**src/rtl/lfsr_pkg.sv**
```systemverilog
// Shared definitions for the Galois LFSR pattern generator and its sequence checker.
// Holds the checker state encoding, default polynomial and the next-bit predictor.
package lfsr_pkg;

  typedef enum logic [1:0] {
    StFill   = 2'd0,
    StHunt   = 2'd1,
    StLocked = 2'd2
  } lfsr_state_e;

  localparam int unsigned LfsrLength = 8;
  localparam logic [1:LfsrLength] LfsrTaps = 8'b1100_1111;

  // Widest history the predictor accepts; callers zero-pad shorter ones.
  localparam int unsigned LfsrMaxLength = 64;
  localparam logic [LfsrMaxLength:1] LfsrOne = LfsrMaxLength'(1);

  // pred = hist[len] ^ XOR of hist[m] for taps[m] set, m < len.
  function automatic logic lfsr_predict(input logic [LfsrMaxLength:1] hist,
                                        input logic [LfsrMaxLength:1] taps,
                                        input int unsigned len);
    logic [LfsrMaxLength:1] top;
    logic [LfsrMaxLength:1] below;
    top   = LfsrOne << (len - 1);
    below = top - LfsrOne;
    return ^(hist & ((taps & below) | top));
  endfunction

endpackage

```
**src/rtl/lfsr_sequence_checker_history_predictor.sv**
```systemverilog
// History shift register for the sequence checker and the predicted next bit.
// In flywheel mode the prediction is fed back so a line error is not replicated.
module lfsr_history_predictor
  import lfsr_pkg::*;
#(
  parameter int unsigned      Length          = LfsrLength,
  parameter logic [1:Length]  Tap_Coefficient = LfsrTaps
) (
  input  logic Clock,
  input  logic Reset,
  input  logic shift_en,
  input  logic use_pred,
  input  logic bit_in,
  output logic pred,
  output logic hist_zero
);

  logic [Length:1]        hist_q, hist_d;
  logic [Length:1]        taps_idx;
  logic [LfsrMaxLength:1] hist_ext, taps_ext;

  // Re-index the ascending tap vector so taps_idx[m] pairs with hist_q[m].
  for (genvar m = 1; m <= Length; m++) begin : g_taps
    assign taps_idx[m] = Tap_Coefficient[m];
  end

  always_comb begin
    hist_ext           = '0;
    taps_ext           = '0;
    hist_ext[Length:1] = hist_q;
    taps_ext[Length:1] = taps_idx;
  end

  assign pred      = lfsr_predict(hist_ext, taps_ext, Length);
  assign hist_zero = (hist_q == '0);

  always_comb begin
    hist_d = hist_q;
    if (shift_en) begin
      hist_d = {hist_q[Length-1:1], (use_pred ? pred : bit_in)};
    end
  end

  always_ff @(posedge Clock or negedge Reset) begin
    if (!Reset) begin
      hist_q <= '0;
    end else begin
      hist_q <= hist_d;
    end
  end

endmodule

```
**config.mk**
```make
export PLATFORM = sky130hd
export DESIGN_NAME = lfsr_history_predictor
export DESIGN_NICKNAME = d
export VERILOG_FILES = /design/src/rtl/lfsr_pkg.sv /design/src/rtl/lfsr_sequence_checker_history_predictor.sv
export SDC_FILE = /design/constraint.sdc
export NUM_CORES = 1
export LEC_CHECK = 0
export CORE_AREA = 3 3 40 42
export CTS_BUF_LIST = sky130_fd_sc_hd__clkbuf_4
export DETAILED_ROUTE_END_ITERATION = 16
export DIE_AREA = 0 0 43 45
export GPL_TIMING_DRIVEN = 0
export PLACE_DENSITY = 0.61
export RECOVER_POWER = 50
export SYNTH_ARGS = -nofsm -noshare
export SYNTH_HDL_FRONTEND = slang
export SYNTH_SLANG_ARGS = --single-unit
```
**constraint.sdc**
```tcl
create_clock -name Clock -period 2.1 [get_ports Clock]
set_input_delay 0.21 -clock Clock [delete_from_list [all_inputs] [get_ports Clock]]
set_output_delay 0.21 -clock Clock [all_outputs]
set_load 0.03 [all_outputs]
```
==> flow_metrics.tcl, run 1 <==
set metrics [dict create \
    clkTransAtPathRegs_ps 50 \
    fillers 132 \
    cp_max_fo 3 \
    cp-start-kind "register" \
    synth_simple_gate_area_share_pct 9.061 \
    max_slew_margin_pct 75.13 \
    die_w_um 43 \
    synth.top_cell.area_share_pct 51.78 \
    syn_nets 44 \
    numPortBuffers 6 \
    synthMuxAreaShare_pct 8.414 \
    cp.arrival_ps 1730 \
    ctsHoldBuffers 0 \
    layout_common_cells "dfrtp_1, inv_1, nand2_1, o21ai_0" \
    dr.pass1.iters 2 \
    synth_xor_area_share_pct 6.472 \
    r2r-start "hist_q[1]$_DFFE_PN0P_" \
    area.growth.synth_to_final_pct 25.89 \
    largest_reg_flops 8 \
    die_h_um 45 \
    routed_wl_um 610 \
    cts_root_buf "clkbuf_4" \
    end_kind "primary output" \
    nets 55 \
    cts_tree "done" \
    hold_viol 0 \
    numCtsBuffers 3 \
    core_mm2 0.001285 \
    drt_drc_violations_left 0 \
    cap_viol_max_count 0 \
    r2r_slack_ps 640 \
    timing.hold.ws_ps 310.7 \
    ys_types 12 \
    wl_per_cell_um 10.17 \
    drt-vias-per-instance 4.283 \
    antenna_left 0 \
    tns_ps 0 \
    grt_pass1_wl_um 1021 \
    cts_sinks 8 \
    grt-ovfl-total 0 \
    grt_usage_pct 8.094 \
    ir_drop_mv 1.123 \
    grt_pass1_vias 234 \
    status "finished, final reports clean" \
    antenna_found_initial 0 \
    synthAdderAreaFrac_pct 9.709 \
    largest-register "hist_q" \
    post-dp-hpwl_um 477.2 \
    reg.largest.list "hist_q: 8 flops" \
    r2r_cells 5 \
    synth_top_family_by_area "adder cells" \
    clk_latency_ps 250 \
    cp_data_required_time_ps 1890 \
    setup_viol_count_final 0 \
    syn_area_um2 386.6 \
    final_common_cell "dfrtp_1" \
    r2r-end "hist_q[1]$_DFFE_PN0P_" \
    grt_max_degree 11 \
    p_total_mw 0.7066 \
    critPathKind "register to primary output" \
    synth-compound-area-share_pct 7.767 \
    cts_buffer_depth 2 \
    finClkSkew_ps 2.594 \
    seq_area_frac_synth_pct 51.78 \
    vias 257 \
    leakage_nw 0.2377 \
    multi_input_area_um2 160.2 \
    ios 7 \
    holdCritPathClass "primary input to async pin" \
    finalWeightedCongestion 0.6727 \
    ys_ff_latch 8 \
    placementRows 13 \
    yosysWarnings 0 \
    clock.fmax_mhz 515.3 \
    avgSynthCellArea_um2 10.74 \
    tightestPinTransition_ps 371.8 \
    die_area_mm2 0.001935 \
    htree_num_levels 1 \
    n_antenna_cell 0 \
    synth.area.top_cells "dfrtp_1, ha_1, o21ai_0, xor3_2, inv_1" \
    syn-instance-count 36 \
    drt_iter0_drc 2 \
    initial_core_util_pct 30.09 \
    finalCritPeriodShare_pct 92.41 \
    drive_above_1_share_pct 13.33 \
    powerDensity_mw_per_mm2 1452 \
    seq_area_um2 200.2 \
    slew_viol_final 0 \
    synth_top_area_cell "dfrtp_1" \
    rsz0062_at_grt "false" \
    min_period_ps 1941 \
]
==> area by class of cell <==
cell class                 count  area share [%]
multi-input combinational     21           32.90
clock buffer                   3           4.627
tap                           15           3.856
inverter                       6           4.627
sequential                     8           41.13
timing repair buffer           6           12.08
buffer                         1          0.7712
==> worst max-delay path by stage <==
| stage | startpoint | endpoint | slack, ps | cells after the start |
|---|---|---|---|---|
| final | hist_q[1]$_DFFE_PN0P_ | pred | 160 | 4 |
| after global routing | hist_q[1]$_DFFE_PN0P_ | pred | 90 | 4 |
| after CTS | hist_q[1]$_DFFE_PN0P_ | pred | 150 | 4 |
| after detailed placement | hist_q[1]$_DFFE_PN0P_ | pred | 160 | 4 |
| after global placement | hist_q[1]$_DFFE_PN0P_ | pred | 160 | 4 |
| after floorplan | hist_q[1]$_DFFE_PN0P_ | hist_q[1]$_DFFE_PN0P_ | 570 | 5 |
==> metrics by stage <==
stage          setup slack (ps)  instance area (um^2)  util (%)  instances
6_report                  159.3                 486.7     37.88         60
5_1_grt                   93.06                 486.7     37.88         60
4_1_cts                   150.3                 486.7     37.88         60
3_5_place_dp              160.0                 465.4     36.22         57
3_3_place_gp              155.0                 465.4     36.22         57
2_1_floorplan             574.4                 386.6         -         36
==> synthesized netlist by cell type, drive strengths merged <==
cell and n:
and4 1, clkbuf 1, nand2 5, a21oi 1, xor3 1, o21ai 5, ha 3, mux2 2
dfrtp 8, inv 6, nor2 2, mux2i 1
==> metal layers <==
layer | wire [um] | vias to the layer above | track usage, % | part of all wire, %
met5 | 0 | - | 0 | 0
met4 | 0 | 0 | 5.422 | 0
met3 | 27 | 0 | 5.976 | 4.4
met2 | 282 | 6 | 10.78 | 46
met1 | 301 | 114 | 9.000 | 49
li1 | - | 137 | - | -
==> repair_timing <==
item	4_1_cts	5_1_grt
endpoints found under the setup margin	1	0
gates resized for setup	1	0
buffers inserted	0	0
==> worst max-delay path, stage by stage, from the launching register on <==
cell and delay [ps]:
dfrtp_1 350, inv_1 50, ha_1 290, xor3_2 390
dlygate4sd2_1 400
==> kinds of logic after synthesis <==
kind of cell | after synthesis
and+or+nand+nor | 8
DFF | 8
buffers and inverters | 7
adders and majority gates | 3
muxes | 3
xor gates and xnor gates | 1
AOI/OAI and AO/OA | 6
==> where the power goes <==
part	total, mW	switching (mW)	internal [mW]
clock network	0.115	0.0496	0.0652
registers	0.240	0.0317	0.208
logic	0.352	0.178	0.174
total	0.707	0.259	0.447
Note: power is estimated with default switching activity, not from simulation.
==> inputs of run 2 (changes only) <==
SLEW_MARGIN = 30   (was unset)
==> results of run 2 <==
Same layout as run 1: the final DEF is identical, and so are final timing and power.
